File: src/rtl/mul_div_unit.sv
// Iterative RV32M multiply/divide unit.
// Multiplies use radix-2 shift-add and divides use radix-2 restoring division,
// both on operand magnitudes, with the sign applied in a final cycle.
// Divide-by-zero and signed overflow bypass the iteration and answer on the accept edge.
module mul_div_unit (
   input  logic        clk,
   input  logic        rst,
   input  logic        req_valid,
   output logic        req_ready,
   input  logic [31:0] a,
   input  logic [31:0] b,
   input  logic [2:0]  op,
   input  logic        flush,
   output logic        resp_valid,
   input  logic        resp_ready,
   output logic [31:0] result,
   output logic        zero_division,
   output logic        overflow_signed_div
);

   typedef enum logic [1:0] {IDLE, CALC, DONE} state_t;

   state_t      state_reg, state_next;
   logic [4:0]  cnt_reg;
   logic        fin_reg;        // all 32 iterations done, next CALC cycle finalises
   logic [2:0]  op_reg;
   logic [31:0] mcand_reg;      // multiplicand magnitude, or divisor magnitude
   logic [31:0] hi_reg;         // product high half, or partial remainder
   logic [31:0] lo_reg;         // multiplier / product low half, or dividend / quotient
   logic        neg_res_reg;    // negate product or quotient
   logic        neg_rem_reg;    // negate remainder
   logic [31:0] result_reg;
   logic        zdiv_reg;
   logic        ovf_reg;

   // Request decode on the live inputs; only meaningful on the accept edge
   logic        accept;
   logic        a_signed, b_signed, a_neg, b_neg;
   logic [31:0] a_mag, b_mag;
   logic        div_zero, div_ovf;

   assign accept   = req_valid && (state_reg == IDLE) && !flush;
   assign a_signed = (op == 3'b000) || (op == 3'b001) || (op == 3'b010) ||
                     (op == 3'b100) || (op == 3'b110);
   assign b_signed = (op == 3'b000) || (op == 3'b001) ||
                     (op == 3'b100) || (op == 3'b110);
   assign a_neg    = a_signed && a[31];
   assign b_neg    = b_signed && b[31];
   assign a_mag    = a_neg ? (32'd0 - a) : a;
   assign b_mag    = b_neg ? (32'd0 - b) : b;
   assign div_zero = op[2] && (b == 32'd0);
   assign div_ovf  = op[2] && !op[0] && (a == 32'h8000_0000) && (b == 32'hFFFF_FFFF);

   // One iteration step of each algorithm
   logic [32:0] mul_sum;
   logic [32:0] div_shift;
   logic [31:0] div_diff;
   logic        div_fits;

   assign mul_sum   = {1'b0, hi_reg} + (lo_reg[0] ? {1'b0, mcand_reg} : 33'd0);
   assign div_shift = {hi_reg, lo_reg[31]};
   assign div_fits  = div_shift >= {1'b0, mcand_reg};
   // The true difference is below 2^32 whenever it is used, so 32 bits suffice
   assign div_diff  = div_shift[31:0] - mcand_reg;

   // Sign correction and result selection once iteration is complete
   logic [63:0] prod_fixed;
   logic [31:0] quo_fixed, rem_fixed, final_result;

   assign prod_fixed = neg_res_reg ? (64'd0 - {hi_reg, lo_reg}) : {hi_reg, lo_reg};
   assign quo_fixed  = neg_res_reg ? (32'd0 - lo_reg) : lo_reg;
   assign rem_fixed  = neg_rem_reg ? (32'd0 - hi_reg) : hi_reg;

   // Pick the slice or quotient/remainder that the captured op asks for
   always_comb begin
      final_result = 32'd0;
      if (op_reg[2]) begin
         final_result = op_reg[1] ? rem_fixed : quo_fixed;
      end else begin
         final_result = (op_reg[1:0] == 2'b00) ? prod_fixed[31:0] : prod_fixed[63:32];
      end
   end

   // State register
   always_ff @(posedge clk) begin
      if (rst) begin
         state_reg <= IDLE;
      end else begin
         state_reg <= state_next;
      end
   end

   // Next-state logic; flush overrides every transition
   always_comb begin
      state_next = state_reg;
      case (state_reg)
         IDLE: if (accept) state_next = (div_zero || div_ovf) ? DONE : CALC;
         CALC: if (fin_reg) state_next = DONE;
         DONE: if (resp_ready) state_next = IDLE;
         default: state_next = IDLE;
      endcase
      if (flush) begin
         state_next = IDLE;
      end
   end

   // Operand capture, iteration datapath and result/flag registers
   always_ff @(posedge clk) begin
      if (rst) begin
         cnt_reg     <= 5'd0;
         fin_reg     <= 1'b0;
         op_reg      <= 3'd0;
         mcand_reg   <= 32'd0;
         hi_reg      <= 32'd0;
         lo_reg      <= 32'd0;
         neg_res_reg <= 1'b0;
         neg_rem_reg <= 1'b0;
         result_reg  <= 32'd0;
         zdiv_reg    <= 1'b0;
         ovf_reg     <= 1'b0;
      end else if (flush) begin
         cnt_reg    <= 5'd0;
         fin_reg    <= 1'b0;
         result_reg <= 32'd0;
         zdiv_reg   <= 1'b0;
         ovf_reg    <= 1'b0;
      end else begin
         case (state_reg)
            IDLE: begin
               if (accept) begin
                  op_reg      <= op;
                  cnt_reg     <= 5'd0;
                  fin_reg     <= 1'b0;
                  zdiv_reg    <= div_zero;
                  ovf_reg     <= div_ovf;
                  neg_res_reg <= a_neg ^ b_neg;
                  neg_rem_reg <= a_neg;
                  hi_reg      <= 32'd0;
                  if (op[2]) begin
                     lo_reg    <= a_mag;
                     mcand_reg <= b_mag;
                  end else begin
                     lo_reg    <= b_mag;
                     mcand_reg <= a_mag;
                  end
                  if (div_zero) begin
                     result_reg <= op[1] ? a : 32'hFFFF_FFFF;
                  end else if (div_ovf) begin
                     result_reg <= op[1] ? 32'd0 : 32'h8000_0000;
                  end
               end
            end
            CALC: begin
               if (fin_reg) begin
                  result_reg <= final_result;
               end else begin
                  if (op_reg[2]) begin
                     hi_reg <= div_fits ? div_diff : div_shift[31:0];
                     lo_reg <= {lo_reg[30:0], div_fits};
                  end else begin
                     {hi_reg, lo_reg} <= {mul_sum, lo_reg[31:1]};
                  end
                  cnt_reg <= cnt_reg + 5'd1;
                  if (cnt_reg == 5'd31) begin
                     fin_reg <= 1'b1;
                  end
               end
            end
            default: begin
            end
         endcase
      end
   end

   assign req_ready           = (state_reg == IDLE);
   assign resp_valid          = (state_reg == DONE);
   assign result              = result_reg;
   assign zero_division       = zdiv_reg;
   assign overflow_signed_div = ovf_reg;

endmodule

File: config.mk
export PLATFORM = sky130hd
export DESIGN_NAME = mul_div_unit
export DESIGN_NICKNAME = d
export VERILOG_FILES = /design/src/rtl/mul_div_unit.sv
export SDC_FILE = /design/constraint.sdc
export NUM_CORES = 1
export LEC_CHECK = 0
export BUFFER_PORTS_ARGS = -buffer_cell sky130_fd_sc_hd__buf_2
export CAP_MARGIN = 20
export CORE_MARGIN = 10
export CORE_UTILIZATION = 50
export CTS_BUF_LIST = sky130_fd_sc_hd__clkbuf_4 sky130_fd_sc_hd__clkbuf_8 sky130_fd_sc_hd__clkbuf_16
export DETAILED_ROUTE_END_ITERATION = 10
export GPL_TIMING_DRIVEN = 0
export PLACE_DENSITY = 0.74
export SLEW_MARGIN = 20
export SYNTH_ARGS = -nofsm -noshare
export SYNTH_HDL_FRONTEND = slang
export SYNTH_SLANG_ARGS = --single-unit
File: constraint.sdc
create_clock -name clk -period 3.23 [get_ports clk]
set_input_delay 0.1615 -clock clk [delete_from_list [all_inputs] [get_ports clk]]
set_output_delay 0.1615 -clock clk [all_outputs]
set_load 0.05 [all_outputs]
==> results.txt, run 1 <==
The flow ran to the end, but the final reports show violations. The final reports fail on setup timing. The register bit total from synthesis is ~140.

STA classifies the critical path startpoint as a flop. The number of antenna violations at the first check in global routing is 1. The global-route wire length before repair came out at 104 mm. The post-placement worst setup slack is -1.04 ns. The area added between synthesis and finish came out at 20.4%. The switching portion of total power came out at 0.394.

In this run the remaining antenna-violating nets after routing total 0. The total clock buffers created by CTS came out at 17. For this design, the sink count on the clock tree is ~140.

Counting flops with a built-in enable in the synthesized netlist gives 0. The final HPWL from detailed placement is around 56 mm. The count of antenna diodes in the layout came out at 0.

VDD sags by at most 432 uV. The worst relative slew slack came out at 0.255. The achievable clock frequency came out at between 200 and 300 MHz. For this design the top-level I/O count stands at approximately 110. The initial core utilization came out at 0.510. Of the total power, combinational logic draws 0.331.

The later pin in the worst-skew pair is clocked with a latency of 0.46 ns. The largest net degree at the start of global routing came out at 17. The number of unique standard cell types used by synthesis is 77.

The type of element capturing the critical path is a flop. At the end of the flow, the number of nets in the layout was ~2,400. The sequential share of power came out at 0.322. The placer congestion estimate came out at approximately 1.1. The area share of the leading cell type in the synthesized netlist is 0.194.

The mean post-synth cell area is between 7 and 8 um^2. The primary flip-flop cell chosen by synthesis mapping is sky130_fd_sc_hd__dfxtp_1. Yosys attributes the largest share of cell area to sky130_fd_sc_hd__dfxtp_1, sky130_fd_sc_hd__a21oi_1, sky130_fd_sc_hd__nor2_1, sky130_fd_sc_hd__ha_1, sky130_fd_sc_hd__o21ai_0. The setup path with the least slack is of type reg -> reg.

The combined global-route utilization of all metal layers came out at 0.375. The number of global-route vias before repair is 16,569. The slew at the pin with the worst max-slew slack is between 1 and 1.5 ns. For this run, the share of the core covered by cells in the final layout is 0.614.

The worst hold path belongs to the class in -> reg. Setup repair after global routing could not meet its margin everywhere. Subtracting the final worst setup slack from the clock period gives 3.35 ns. The routed design has between 70 and 80 mm of wire.

The routed length per placed instance came out at about 27 um. The H-tree was split into 4 levels. The number of max-cap violations came out at 0. The switching power came out at 0.00235 W. Dividing the final minimum period by the clock period gives 1.04.

The clock slew at the register clock pins of the worst setup and hold paths is ~0.07 ns. The total leakage power came out at ~7 nW. The first-iteration detailed-routing DRC count came out at 2,775. The filler cells instantiated in the layout total about 2,700. The internal power summed over all cells is 0.00362 W. After global routing the overflow that remains totals 0.

The combined flip-flop and latch cell area is slightly below 3000 um^2. The cell sitting at the root of the clock tree is a sky130_fd_sc_hd__clkbuf_16. The power share of the clock group came out at 0.347. The clock tree buffer depth is 2. The number of hold violations in the final report is 0. The per-cell via count in the routed design is 6.77.

The core region area came out at about 29,000 um^2. The die outline area is around 37,000 um^2. The height of the die came out at roughly 190 um. The number of pins with negative max-slew slack in the final report came out at 0.

The floorplan row count is between 60 and 70. The total power per unit cell area came out at between 300 and 400 nW/um^2. The residual DRC count came out at 0. Yosys printed 0 warnings. The area of the multi-input gates came out at about 12,000 um^2.

The count of input and output buffers is roughly 110. The fraction of registers with async set or reset after synthesis is 0. The biggest area contributor in the post-synthesis netlist is sky130_fd_sc_hd__dfxtp_1.

The fraction of final layout cells with drive strength greater than 1 is 0.176. The cell area after synthesis came out at roughly 15,000 um^2. The horizontal die dimension is between 150 and 200 um. The first-pass iteration count of the detailed router came out at 8. The number of vias in the routed layout came out at roughly 18,000. Data on the critical path arrives at its endpoint at between 3 and 4 ns. The maximum fanout along the worst path came out at 6. The synthesized instance count came out at between 2,000 and 2,500. Counting every net in the synthesized netlist gives about 2,300. The sequential cell area fraction in the yosys report came out at 0.194. The required time of the worst setup path came out at approximately 3.6 ns.

The count of final setup violators came out at 16. The worst setup slack after layout is -0.115 ns. The clock arrives with between 0.015 and 0.02 ns of skew. TritonCTS built the clock tree.
==> worst paths after layout <==
path                      from      endpoint  slack [ns]  depth (start not counted)
setup / recovery    lo_reg[11]    result[29]       -0.12                         10
setup reg to reg    lo_reg[11]    result[29]       -0.12                         10
hold reg to reg   mcand_reg[6]  mcand_reg[6]        0.46                          2
hold / removal           op[0]     op_reg[0]        0.03                          3
==> metrics by stage <==
stage                     hold slack (ns)  power [W]  std cells  instance area (um^2)  TNS [ns]
after floorplan                     0.297    0.00304       2107                 14800         0
after global placement              0.428    0.00363       2596                 15800    -54.30
after detailed placement            0.434    0.00365       2598                 15800    -46.20
after CTS                          0.0144    0.00575       2652                 17100     -1.42
after global routing               0.0393    0.00610       2676                 17800     -1.83
final                              0.0348    0.00598       2676                 17800    -0.910
==> layout by cell type (no fill, tap or decap), types with 13 or more instances in the layout <==
| cell | n |
|---|---|
| sky130_fd_sc_hd__nor2_1 | 235 |
| sky130_fd_sc_hd__xnor2_1 | 89 |
| sky130_fd_sc_hd__buf_2 | 116 |
| sky130_fd_sc_hd__nand2_1 | 201 |
| sky130_fd_sc_hd__inv_1 | 62 |
| sky130_fd_sc_hd__a21o_1 | 21 |
| sky130_fd_sc_hd__nand3_1 | 35 |
| sky130_fd_sc_hd__o211ai_1 | 29 |
| sky130_fd_sc_hd__buf_4 | 49 |
| sky130_fd_sc_hd__clkbuf_1 | 108 |
| sky130_fd_sc_hd__o31ai_1 | 27 |
| sky130_fd_sc_hd__a211oi_1 | 28 |
| sky130_fd_sc_hd__or3_1 | 16 |
| sky130_fd_sc_hd__xor2_1 | 84 |
| sky130_fd_sc_hd__ha_1 | 57 |
| sky130_fd_sc_hd__nor2b_1 | 19 |
| sky130_fd_sc_hd__mux2i_1 | 86 |
| sky130_fd_sc_hd__o21ai_0 | 157 |
| sky130_fd_sc_hd__o22ai_1 | 16 |
| sky130_fd_sc_hd__nand2b_1 | 25 |
| sky130_fd_sc_hd__a31oi_1 | 13 |
| sky130_fd_sc_hd__a22oi_1 | 16 |
| sky130_fd_sc_hd__nand4_1 | 24 |
| sky130_fd_sc_hd__a21oi_1 | 191 |
| sky130_fd_sc_hd__dfxtp_2 | 14 |
| sky130_fd_sc_hd__dfxtp_1 | 124 |
| sky130_fd_sc_hd__clkbuf_16 | 18 |
| sky130_fd_sc_hd__nor3_1 | 68 |
==> per-layer routing <==
layer	wire, um	up-vias	GRT usage	part of all wire
met1	28900	8480	0.498	0.40
met3	9200	276	0.0923	0.13
met2	30600	1391	0.553	0.42
met5	11	-	0	0.00015
li1	-	7967	-	-
met4	3990	2	0.187	0.055
==> cell type report <==
class | instances | share of cell area
plain buffers | 147 | 0.0377
clock buffers | 17 | 0.0239
clock inverters | 15 | 0.00845
inverters | 66 | 0.0146
multi-input cells | 1740 | 0.666
flip-flops and latches | 143 | 0.163
well taps | 384 | 0.0270
repair buffers | 164 | 0.0594
==> worst max-delay path, cell delays in order (launching register included) <==
cell and delay [ns]:
sky130_fd_sc_hd__dfxtp_4 0.35, sky130_fd_sc_hd__or4_4 0.53, sky130_fd_sc_hd__or4_4 0.47, sky130_fd_sc_hd__or4_4 0.52, sky130_fd_sc_hd__or2_1 0.24, sky130_fd_sc_hd__buf_6 0.15
sky130_fd_sc_hd__buf_16 0.14, sky130_fd_sc_hd__o21ai_2 0.14, sky130_fd_sc_hd__xnor2_1 0.10, sky130_fd_sc_hd__a221oi_2 0.45, sky130_fd_sc_hd__a21oi_1 0.11
==> power by group through the flow <==
| stage | Sequential (W) | Combinational [W] | Clock [W] |
|---|---|---|---|
| finish | 0.00192 | 0.00198 | 0.00208 |
| global route | 0.00192 | 0.00207 | 0.00211 |
| CTS | 0.00190 | 0.00181 | 0.00204 |
| detailed placement | 0.00194 | 0.00171 | 0 |
| global placement | 0.00194 | 0.00170 | 0 |
| floorplan | 0.00190 | 0.00114 | 0 |
==> synth_stat cells (5+ instances only) <==
master                        n
sky130_fd_sc_hd__a2111oi_0    7
sky130_fd_sc_hd__a211o_1      6
sky130_fd_sc_hd__a211oi_1    34
sky130_fd_sc_hd__a21o_1      21
sky130_fd_sc_hd__a21oi_1    203
sky130_fd_sc_hd__a221oi_1     7
sky130_fd_sc_hd__a22o_1       7
sky130_fd_sc_hd__a22oi_1     16
sky130_fd_sc_hd__a311oi_1     7
sky130_fd_sc_hd__a31oi_1     18
sky130_fd_sc_hd__a41oi_1      5
sky130_fd_sc_hd__and2_1       7
sky130_fd_sc_hd__and3_1      13
sky130_fd_sc_hd__buf_1       17
sky130_fd_sc_hd__buf_2        9
sky130_fd_sc_hd__clkbuf_1   129
sky130_fd_sc_hd__dfxtp_1    143
sky130_fd_sc_hd__ha_1        71
sky130_fd_sc_hd__inv_1       65
sky130_fd_sc_hd__mux2i_1     86
sky130_fd_sc_hd__nand2_1    205
sky130_fd_sc_hd__nand2b_1    26
sky130_fd_sc_hd__nand3_1     38
sky130_fd_sc_hd__nand4_1     24
sky130_fd_sc_hd__nor2_1     245
sky130_fd_sc_hd__nor2b_1     21
sky130_fd_sc_hd__nor3_1      72
sky130_fd_sc_hd__nor4_1      20
sky130_fd_sc_hd__o211ai_1    29
sky130_fd_sc_hd__o21a_1       7
sky130_fd_sc_hd__o21ai_0    173
sky130_fd_sc_hd__o21bai_1     9
sky130_fd_sc_hd__o221ai_1     6
sky130_fd_sc_hd__o22ai_1     16
sky130_fd_sc_hd__o31ai_1     27
sky130_fd_sc_hd__o41ai_1     11
sky130_fd_sc_hd__or2_2       12
sky130_fd_sc_hd__or3_1       20
sky130_fd_sc_hd__or4_1       14
sky130_fd_sc_hd__xnor2_1     95
sky130_fd_sc_hd__xor2_1      86
==> logic make-up (layout without fill, tap and decap cells) <==
kind of cell / after synthesis / in the layout / share of synthesized area
mux: 89 / 89 / 0.0606
simple gates: 746 / 746 / 0.237
xor+xnor: 181 / 181 / 0.107
fa+ha+maj: 73 / 73 / 0.0629
flops: 143 / 143 / 0.194
buf+inv: 224 / 409 / 0.0595
compound gates: 651 / 651 / 0.279
==> what timing repair did <==
| item | 4_1_cts | 5_1_grt |
|---|---|---|
| setup endpoints to repair | 71 | 71 |
| setup buffers | 26 | 27 |
| cloned | 1 | 1 |
| hold buffers | 2 | 0 |
| pin swaps | 44 | 63 |
| endpoints found under the hold margin | 2 | 0 |
| resized for setup | 133 | 117 |
(Power assumes the default switching activity.)
==> run 2: changes to the inputs <==
--- a/config.mk
+++ b/config.mk
@@ -7,6 +7,7 @@
 export LEC_CHECK = 0
 export BUFFER_PORTS_ARGS = -buffer_cell sky130_fd_sc_hd__buf_2
 export CAP_MARGIN = 20
+export CORE_ASPECT_RATIO = 1.5
 export CORE_MARGIN = 10
 export CORE_UTILIZATION = 50
 export CTS_BUF_LIST = sky130_fd_sc_hd__clkbuf_4 sky130_fd_sc_hd__clkbuf_8 sky130_fd_sc_hd__clkbuf_16
==> run 2 against run 1 <==
The flow still finishes with violations (setup timing). Sequential share of layout area shrank 0.17 points. Largest cell class unchanged. Die area grew 0.38%. Clock skew grew 0.0021 ns. Critical endpoint is now result[21].
==> results.txt, run 2 (synthesized netlist as in run 1, its figures left out) <==
Outcome: complete, but fails checks (unchanged). Violated checks: setup timing (unchanged). The global-route wire length before repair came out at 106 mm (was 104 mm). The maximum fanout along the worst path came out at 7 (was 6). The H-tree depth is 4 (unchanged).

The worst relative slew slack was 0.240 (was 0.255). The setup slack of the worst register-to-register path came out at -0.27 ns (was -0.12 ns). The fraction of final layout cells with drive strength greater than 1 was 0.187 (was 0.176). The worst hold path class is in -> reg (unchanged).

The capturing element of the worst setup path is result[21] (was result[29]). The number of placed instances with taps included came out at 2,610 (was 2,598). The net count reported at finish is 2,423 (was 2,424). The residual DRC count is 0 (unchanged). The number of vias in the routed layout came out at 17,717 (was 18,116). The core region area came out at 29,300 um^2 (was 28,900 um^2). Most used cells in the layout excluding fill and tap cells: sky130_fd_sc_hd__nor2_1, sky130_fd_sc_hd__nand2_1, sky130_fd_sc_hd__a21oi_1 (unchanged). Setup repair after global routing missed its margin: true (unchanged). The peak supply drop was 450 uV (was 432 uV). The count of final setup violators came to 19 (was 16). The first-iteration detailed-routing DRC count was 1,924 (was 2,775).

The horizontal die dimension is 160 um (was 192 um). The layer with the highest usage after global routing is met2 (unchanged). The total power per unit cell area came out at 332 nW/um^2 (was 336 nW/um^2). The total wirelength of the detailed-routed design is 72.9 mm (was 72.6 mm).

The number of max-cap violations was 0 (unchanged). The worst reg2reg path endpoint is result[21] (was result[29]). The CTS tree is yes (unchanged). The critical-path cell with the highest stage delay is sky130_fd_sc_hd__or4_4 (unchanged). The kind of cell with the highest combined delay on the critical path is simple AND/OR/NAND/NOR gates (unchanged). The total leakage power came out at 6.86 nW (about the same). The biggest cell delay along the critical path is 0.53 ns (about the same).

The largest net degree at the start of global routing is 17 (unchanged). The combined global-route utilization of all metal layers is 0.375 (about the same). The startpoint-to-endpoint class of the critical path was reg -> reg (unchanged). The startpoint of the most critical setup path is lo_reg[11] (unchanged).

The arrival time at the worst endpoint came to 3.84 ns (was 3.67 ns). The number of hold violations in the final report is 0 (unchanged). The per-cell via count in the routed design is 6.59 (was 6.77). The number of antenna violations at the first check in global routing came to 0 (was 1). The number of filler cells placed in the layout is 2,831 (was 2,723). The floorplan row count came out at 77 (was 62). The worst setup slack after layout is -0.266 ns (was -0.115 ns). The met2 capacity usage during global routing came out at 0.626 (was 0.553). The time the final worst path needs with I/O delays and setup is 3.50 ns (was 3.35 ns). The die outline area is 36,900 um^2 (was 36,800 um^2).

The final core area utilization is 0.612 (was 0.614). The post-placement worst setup slack is -1.20 ns (was -1.04 ns). The number of global-route vias before repair came to 17,234 (was 16,569).

The length in cells of the worst reg-to-reg path came out at 12 (was 10). The sink count of the clock tree is 143 (unchanged). The final worst clock skew was 0.0188 ns (was 0.0167 ns). The final HPWL from detailed placement came out at 56.0 mm (was 55.9 mm). The reg-to-reg critical path startpoint is lo_reg[11] (unchanged).

The final cycle utilization of the critical path is 1.08 (was 1.04). The slew at the pin with the worst max-slew slack is 1.14 ns (was 1.12 ns). The placer congestion estimate is 1.13 (was 1.07). The type of element capturing the critical path is a flop (unchanged).

The post-route non-filler standard cell count is 2,687 (was 2,676). Chain of cells forming the critical path: or4_4 -> or4_4 -> buf_6 -> or4_4 -> or2_1 -> buf_6 -> buf_12 -> buf_8 -> o41ai_4 -> xnor2_2 -> o21ai_2 -> a31oi_1 (was or4_4 -> or4_4 -> or4_4 -> or2_1 -> buf_6 -> buf_16 -> o21ai_2 -> xnor2_1 -> a221oi_2 -> a21oi_1). The most common cell after layout, fill and taps aside is sky130_fd_sc_hd__nor2_1 (unchanged).

The count of input and output buffers came out at 105 (unchanged). The count of antenna-violating nets left after detailed routing came out at 0 (unchanged). The depth of the critical timing path with buffers and inverters included is 12 (was 10). The initial core utilization came out at 0.504 (was 0.510). The required time of the worst setup path is 3.58 ns (was 3.55 ns). The root buffer cell is sky130_fd_sc_hd__clkbuf_16 (unchanged).

The area added between synthesis and finish came to 21.5% (was 20.4%). The number of pins with negative max-slew slack in the final report came to 0 (unchanged). The total clock buffers created by CTS is 17 (unchanged). The insertion delay of the later-clocked pin in the worst-skew pair is 0.48 ns (was 0.46 ns). The cell repeated most along the worst path is sky130_fd_sc_hd__or4_4 (unchanged). The clock tree buffer depth is 2 (unchanged). The final global-route overflow total came out at 0 (unchanged). The height of the die came out at 230 um (was 192 um). The global-route track usage on met3 came out at 0.0939 (was 0.0923).

The clock slew at the register clock pins of the worst setup and hold paths is 0.07 ns (about the same). The sort of element at the start of the critical path is a flop (unchanged). The first-pass iteration count of the detailed router is 6 (was 8).

The routed length per placed instance is 27.1 um (about the same). The combined buffer and inverter count along the critical path came out at 4 (was 2). The number of ports placed on the die boundary came out at 108 (unchanged).

The achievable clock frequency came out at 286 MHz (was 299 MHz). The global-route met1 utilization is 0.383 (was 0.498).
run 2: cell count changes in the layout (fill, tap and decap cells not counted), sizes merged:
cell / delta
bufinv: -1
dlygate4sd3: +1
inv: +1
clkbuf: +2
diode: +1
buf: -4
run 2: metal layers:
metal	vias up	share of wire	routed length (um)
met4	0	0.11	7740
met1	8241	0.34	24700
li1	7960	-	-
met3	396	0.092	6680
met5	-	0	0
met2	1120	0.46	33700
run 2: area by class of cell:
| cell class | instances | area, um^2 | area share |
|---|---|---|---|
| flip-flops and latches | 143 | 2900 | 0.162 |
| inverters | 66 | 260 | 0.0145 |
| clock inverters | 15 | 125 | 0.00698 |
| diodes | 1 | 2.50 | 0.000140 |
| repair buffers | 163 | 1030 | 0.0572 |
| well taps | 395 | 494 | 0.0276 |
| multi-input cells | 1740 | 12000 | 0.671 |
| clock buffers | 17 | 425 | 0.0237 |
| plain buffers | 147 | 672 | 0.0375 |
run 2: what timing repair did:
item | in CTS | in global routing
hold buffers | 3 | 0
setup endpoints to repair | 74 | 71
pin swaps | 40 | 67
resized for setup | 133 | 164
gates cloned | 0 | 1
buffers inserted | 28 | 23
hold endpoints to repair | 3 | 0
run 2: worst min path at each step:
stage / from / to / slack (ns) / cells after the start
after floorplan: op[0] / op_reg[0] / 0.30 / 2
after detailed placement: resp_ready / state_reg[1] / 0.44 / 3
after global routing: op[1] / op_reg[1] / 0.09 / 3
after global placement: req_valid / overflow_signed_div / 0.44 / 3
final: op[1] / op_reg[1] / 0.1 / 3
after CTS: op[1] / op_reg[1] / 0.07 / 3
run 2: where the power goes:
part / switching, W / leakage [nW] / internal, W
sequential: 0.0000843 / 1.17 / 0.00183
combinational: 0.00132 / 5.42 / 0.000740
clock: 0.000972 / 0.271 / 0.00100
run 2: through the flow:
step                hold slack (ns)  setup TNS (ns)  area [um^2]  total power [W]
floorplan                     0.297               0        14800          0.00304
global placement              0.438          -61.66        15800          0.00366
detailed placement            0.438          -51.44        15800          0.00367
CTS                          0.0748           -1.62        17000          0.00572
global route                 0.0863           -3.76        17900          0.00610
finish                       0.0999           -2.55        17900          0.00595
run 2: worst min-delay path: cells and delay by family:
family,cells,cell delay [ns]
AOI/OAI and AO/OA,1,0.06
and+or+nand+nor,1,0.10
buffers and inverters,1,0.19
